==> config.mk <==
export PLATFORM = sky130hd
export DESIGN_NAME = nfca_picc_tx
export DESIGN_NICKNAME = d
export VERILOG_FILES = /design/src/rtl/nfca_pkg.sv /design/src/rtl/nfca_bit_timer.sv /design/src/rtl/nfca_picc_tx.sv
export SDC_FILE = /design/constraint.sdc
export NUM_CORES = 1
export LEC_CHECK = 0
export ABC_AREA = 1
export ABC_CLOCK_PERIOD_IN_PS = 2150
export CAP_MARGIN = 20
export CORE_MARGIN = 2
export CORE_UTILIZATION = 50
export DETAILED_ROUTE_END_ITERATION = 10
export PLACE_DENSITY = 0.74
export SETUP_SLACK_MARGIN = 0.3
export SLEW_MARGIN = 20
export SYNTH_ARGS = -nofsm -noshare
export SYNTH_HDL_FRONTEND = slang
export SYNTH_SLANG_ARGS = --single-unit
==> constraint.sdc <==
create_clock -name clk -period 2.15 [get_ports clk]
set_input_delay 0.5375 -clock clk [delete_from_list [all_inputs] [get_ports clk]]
set_output_delay 0.5375 -clock clk [all_outputs]
set_load 0.05 [all_outputs]
==> src/rtl/nfca_pkg.sv <==
// Shared types and helpers for the ISO14443-A PICC transmit path: state encoding,
// default bit/subcarrier timing at 81.36 MHz, and the odd-parity function.
package nfca_pkg;

  localparam int unsigned HALF_BIT_CYC_DEF = 384;
  localparam int unsigned SUBC_HALF_DEF    = 48;

  typedef enum logic [2:0] {
    StIdle,
    StSof,
    StData,
    StPar,
    StEof
  } state_e;

  // Parity bit that makes the total count of ones (data + parity) odd.
  function automatic logic odd_parity(input logic [7:0] data);
    return ~^data;
  endfunction

endpackage

==> src/rtl/nfca_bit_timer.sv <==
// Half-bit and fc/16 subcarrier timing for the PICC transmitter; all counters are
// cleared by a start strobe so the SOF begins on a fresh bit and subcarrier phase.
module nfca_bit_timer #(
  parameter int unsigned HALF_BIT_CYC = 384,
  parameter int unsigned SUBC_HALF    = 48
) (
  input  logic clk,
  input  logic rst,
  input  logic start,
  output logic half_end,
  output logic bit_end,
  output logic second_half,
  output logic subc_on
);

  localparam int unsigned HW = $clog2(HALF_BIT_CYC);
  localparam int unsigned SW = $clog2(2 * SUBC_HALF);

  logic [HW-1:0] half_cnt_q;
  logic [SW-1:0] subc_cnt_q;
  logic          second_half_q;

  assign half_end    = (half_cnt_q == HW'(HALF_BIT_CYC - 1));
  assign bit_end     = half_end & second_half_q;
  assign second_half = second_half_q;
  assign subc_on     = (subc_cnt_q < SW'(SUBC_HALF));

  always_ff @(posedge clk) begin
    if (rst || start) begin
      half_cnt_q    <= '0;
      subc_cnt_q    <= '0;
      second_half_q <= 1'b0;
    end else begin
      half_cnt_q <= half_end ? '0 : half_cnt_q + 1'b1;
      subc_cnt_q <= (subc_cnt_q == SW'(2 * SUBC_HALF - 1)) ? '0 : subc_cnt_q + 1'b1;
      if (half_end) second_half_q <= ~second_half_q;
    end
  end

endmodule

==> src/rtl/nfca_picc_tx.sv <==
// ISO14443-A card-side transmitter: byte stream to Manchester-coded, subcarrier load modulation.
// Define NFCA_PICC_TX_PARITY_EN to insert an odd parity bit after every full 8-bit byte.
module nfca_picc_tx
  import nfca_pkg::*;
#(
  parameter int unsigned HALF_BIT_CYC = HALF_BIT_CYC_DEF,
  parameter int unsigned SUBC_HALF    = SUBC_HALF_DEF
) (
  input  logic       clk,
  input  logic       rst,
  input  logic       tx_tvalid,
  output logic       tx_tready,
  input  logic [7:0] tx_tdata,
  input  logic       tx_tlast,
  input  logic [2:0] tx_tbits,
  output logic       load_mod,
  output logic       busy,
  output logic       done,
  output logic       underrun
);

  logic       buf_full_q;
  logic [7:0] buf_data_q;
  logic       buf_last_q;
  logic [2:0] buf_bits_q;

  state_e     state_q;
  logic [7:0] shreg_q;
  logic [2:0] bit_cnt_q;
  logic [3:0] byte_len_q;
  logic       cur_last_q;
  logic       par_q;
  logic       busy_q, done_q, underrun_q;

  logic       unused_half_end;
  logic       bit_end, second_half, subc_on;
  logic       tmr_start, accept, load, byte_end, par_next, boundary;
  logic [3:0] buf_len;
  logic       tx_bit, mod_active;

  assign tx_tready = ~buf_full_q & ~rst;
  assign accept    = tx_tvalid & tx_tready;
  assign tmr_start = (state_q == StIdle) & buf_full_q;
  assign buf_len   = (buf_last_q && buf_bits_q != 3'd0) ? {1'b0, buf_bits_q} : 4'd8;
  assign byte_end  = bit_end & (state_q == StData) & ({1'b0, bit_cnt_q} == byte_len_q - 4'd1);

`ifdef NFCA_PICC_TX_PARITY_EN
  assign par_next = (byte_len_q == 4'd8);
`else
  assign par_next = 1'b0;
`endif

  // Last cycle of a byte's final bit (or its parity bit): the next byte is due now.
  assign boundary = (byte_end & ~par_next) | ((state_q == StPar) & bit_end);
  assign load     = tmr_start | (boundary & ~cur_last_q & buf_full_q);

  nfca_bit_timer #(
    .HALF_BIT_CYC (HALF_BIT_CYC),
    .SUBC_HALF    (SUBC_HALF)
  ) u_timer (
    .clk         (clk),
    .rst         (rst),
    .start       (tmr_start),
    .half_end    (unused_half_end),
    .bit_end     (bit_end),
    .second_half (second_half),
    .subc_on     (subc_on)
  );

  always_ff @(posedge clk) begin
    if (rst) begin
      buf_full_q <= 1'b0;
      buf_data_q <= '0;
      buf_last_q <= 1'b0;
      buf_bits_q <= '0;
    end else begin
      if (load) buf_full_q <= 1'b0;
      if (accept) begin
        buf_full_q <= 1'b1;
        buf_data_q <= tx_tdata;
        buf_last_q <= tx_tlast;
        buf_bits_q <= tx_tbits;
      end
    end
  end

  always_ff @(posedge clk) begin
    if (rst) begin
      state_q    <= StIdle;
      shreg_q    <= '0;
      bit_cnt_q  <= '0;
      byte_len_q <= 4'd8;
      cur_last_q <= 1'b0;
      par_q      <= 1'b0;
      busy_q     <= 1'b0;
      done_q     <= 1'b0;
      underrun_q <= 1'b0;
    end else begin
      done_q     <= 1'b0;
      underrun_q <= 1'b0;
      if (load) begin
        shreg_q    <= buf_data_q;
        bit_cnt_q  <= '0;
        byte_len_q <= buf_len;
        cur_last_q <= buf_last_q;
        par_q      <= odd_parity(buf_data_q);
      end
      unique case (state_q)
        StIdle: begin
          if (buf_full_q) begin
            state_q <= StSof;
            busy_q  <= 1'b1;
          end
        end
        StSof: if (bit_end) state_q <= StData;
        StData, StPar: begin
          if (boundary) begin
            if (cur_last_q) begin
              state_q <= StEof;
            end else if (buf_full_q) begin
              state_q <= StData;
            end else begin
              underrun_q <= 1'b1;
              state_q    <= StEof;
            end
          end else if (byte_end) begin
            state_q <= StPar;
          end else if (bit_end) begin
            shreg_q   <= shreg_q >> 1;
            bit_cnt_q <= bit_cnt_q + 3'd1;
          end
        end
        StEof: begin
          if (bit_end) begin
            state_q <= StIdle;
            busy_q  <= 1'b0;
            done_q  <= 1'b1;
          end
        end
        default: state_q <= StIdle;
      endcase
    end
  end

  always_comb begin
    tx_bit = 1'b1;
    if (state_q == StData) tx_bit = shreg_q[0];
    else if (state_q == StPar) tx_bit = par_q;
  end

  // Logic 1 modulates the first half, logic 0 the second half.
  assign mod_active = (state_q == StSof) | (state_q == StData) | (state_q == StPar);
  assign load_mod   = mod_active & (tx_bit ^ second_half) & subc_on;
  assign busy       = busy_q;
  assign done       = done_q;
  assign underrun   = underrun_q;

endmodule
==> summary.md <==
| Metric | Value |
|---|---|
| Top cell type by total area after synthesis | dfxtp_1 |
| First drt pass iteration count | 4 |
| Iter 0 DRT Violations | about 160 |
| Layout area overhead | 34.18% |
| Final Routed Wirelength | roughly 6.1 mm |
| Global-route wire length before repair | 8.873 mm |
| Die Y-Extent | roughly 75 um |
| Avg Cell Area, Syn | between 7 and 8 um2 |
| I/O Buffers | 19 |
| Pins Over Slew Limit | 0 |
| Mapped Area | between 2000 and 3000 um2 |
| Critical path type | reg2out |
| Syn nets | 371 |
| Hold Violations, Final | 0 |
| Post-synth top cells | nand2_1 (83), dfxtp_1 (53), nor2_1 (48) |
| Tightest Pin Transition | roughly 500 ps |
| Largest net degree at the start of global routing | 16 |
| Drc violations | 0 |
| CP Max Fanout | 3 |
| Slowest CP cell | dfxtp_2 |
| Fin crit period | 2178 ps |
| CTS H-tree lvls | 2 |
| Worst-path clk slew | ~90 ps |
| Post-layout util | 0.7082 |
| CP bufs+invs | 3 |
| Hold Buf Count CTS | 0 |
| Most frequent cell after synthesis | nand2_1 |
| Initial Util | 0.5278 |
| Worst Path Arrival | about 1600 ps |
| Setup violators final | 1 |
| Overall routing resource usage | 0.2040 |
| Vias in the first global route | a little over 2000 |
| Flops & latches, synth | 53 |
| Hpwl dp | ~3.7 mm |
| CORE AREA | between 4000 and 5000 um2 |
| Total grt overflow | 0 |
| Longest Clk Path Bufs | 2 |
| Lkg Pwr | 1.566 nW |
| Startpoint Class | register |
| Antenna violations before repair | 0 |
| Layout cell share with drive strength beyond 1 | 0.2581 |
| Final ANT Viol Nets | 0 |
| Max VDD drop | 0.4290 mV |
| Ys flop type | dfxtp_1 |
| Clk root buf | clkbuf_8 |
| GPL Wtd Cong | 0.8411 |
| Status | finished, violations left |
| Antenna Cells | 0 |
| EDFF count, synth | 0 |
| MaxCap Viol Count | 0 |
| Final WS setup | -27.73 ps |
| Fmax | about 460 MHz |
| Row count | 25 |
| Clk_skew | 5.075 ps |
| Fin crit share | 1.013 |
| CTS tree | done |
| Die X | between 70 and 80 um |
| Worst-skew pair later-pin latency | between 300 and 400 ps |
| Crit-path cells | inv_2 > nand2_4 > nor2_1 > inv_1 > o22ai_2 > xor2_1 > nor2_2 > buf_12 |
| Worst hold path type | reg2reg |
| CP delay by family, top | flip-flops |
| Synth top area share | 0.4200 |
| Max transition margin | 0.6770 |
| Sequential fraction of the synthesis area | 0.4200 |
| I/O pin total | 20 |
| Worst EP required | ~1600 ps |
| CP endpoint kind | output port |
| Clock sink count | 53 |
| Violated checks | setup timing |
| Reg2reg setup slack | ~200 ps |
| Pwr dens | roughly 780 nW/um2 |
| Sum Neg Setup Slack | -27.73 ps |
| Post-synthesis cell count | roughly 350 |
| Number of CTS-inserted buffers | 5 |
| Vias | about 2400 |
| Largest cells by area after synthesis | dfxtp_1 (42%), nand2_1 (12%), nand3_1 (8.5%), nor2_1 (7.1%), inv_1 (6.1%) |
| Drt via density | between 5 and 6 |
| DR WL/cell | ~13 um |
| Ys async rst share | 0 |
| Unique masters post-synth | 32 |
| RSZ-0062 raised after global routing | true |
| Max incr delay on CP | about 340 ps |
| Die area | approximately 5600 um2 |
| Final nets | 418 |
| Yosys warns | 0 |
[path summary, 6_finish.rpt]
check	endpoint	from	cells past startpoint
min reg2reg	u_timer.half_cnt_q[0]	u_timer.half_cnt_q[0]	1
max	load_mod	state_q[2]	8
max reg2reg	par_q	byte_len_q[0]	14
min	u_timer.half_cnt_q[0]	u_timer.half_cnt_q[0]	1
[state kept, by name (all words and copies together), names as in the netlist]
name and count:
bit_cnt_q 3, buf_bits_q 3, buf_data_q 8, buf_full_q 1, buf_last_q 1, busy 1, byte_len_q 4, cur_last_q 1
done 1, par_q 1, shreg_q 8, state_q 3, u_timer.half_cnt_q 9, u_timer.second_half 1, u_timer.subc_cnt_q 7, underrun 1
[kinds of logic after synthesis]
group / Yosys count / synth area share
AND/OR/NAND/NOR: 200 / 0.3611
flip-flops: 53 / 0.4200
buffers and inverters: 50 / 0.07924
AO/OA/AOI/OAI: 29 / 0.06440
XOR/XNOR: 16 / 0.05548
adder cells (fa/ha/maj): 4 / 0.01981
[per-layer routing]
layer | GRT usage | up-vias | wire length [um]
met5 | 0 | - | 0
met4 | 0.05952 | 0 | 140
met3 | 0.04418 | 17 | 312
met2 | 0.3275 | 67 | 3007
met1 | 0.2765 | 1079 | 2632
li1 | - | 1217 | -
[cell type report]
class                           count  area, um2
Inverter                           42      162.7
Clock buffer                        6      82.58
Timing Repair Buffer               46      424.2
Tap cell                           67      83.83
Multi-Input combinational cell    251       1554
Fill cell                         367       1396
Sequential cell                    53       1075
Clock inverter                      1      7.507
[power breakdown]
part           switching (W)  leakage, nW  internal, W
clock network       0.000321       0.0433     0.000255
logic               0.000532         1.09     0.000357
registers          0.0000932        0.435      0.00108
[stage by stage]
stage / std cells / area (um2) / hold slack, ps / total power (W) / setup WS, ps
2_1_floorplan: 352 / 2536 / 417.5 / 0.001630 / 326.5
3_3_place_gp: 437 / 2840 / 429.6 / 0.001818 / 138.9
3_5_place_dp: 437 / 2840 / 435.3 / 0.001828 / 110.2
4_1_cts: 457 / 3068 / 454.4 / 0.002459 / 52.13
5_1_grt: 466 / 3390 / 465.6 / 0.002762 / -83.38
6_report: 466 / 3390 / 438.6 / 0.002636 / -27.73
[cell usage in the layout, fill, tap and decap left out, types with 3 or more instances in the layout]
cell type        netlist  final
a21oi_1               14      9
a21oi_2                0      5
buf_12                 0      3
buf_4                  0     25
clkbuf_8               0      6
clkdlybuf4s50_1        0     13
dfxtp_1               53     46
dfxtp_2                0      5
dlygate4sd2_1          0      4
inv_1                 41     35
inv_2                  0      5
nand2_1               83     69
nand2_2                2      8
nand2_4                1      8
nand3_1               43     32
nand3_2                4     12
nand3_4                1      5
nand4_1                3      3
nor2_1                48     44
nor2_2                 2      3
nor2_4                 1      4
nor3_1                 7      6
o21ai_0                8      4
o21ai_1                0      3
xnor2_1                9      9
xor2_1                 7      7
[repair_timing]
item / 4_1_cts / 5_1_grt
gates cloned: 2 / 0
pin swaps: 10 / 24
gates resized for setup: 16 / 65
buffers inserted: 11 / 9
endpoints found under the setup margin: 23 / 20
No activity file was read; power rests on OpenSTA's default activity.
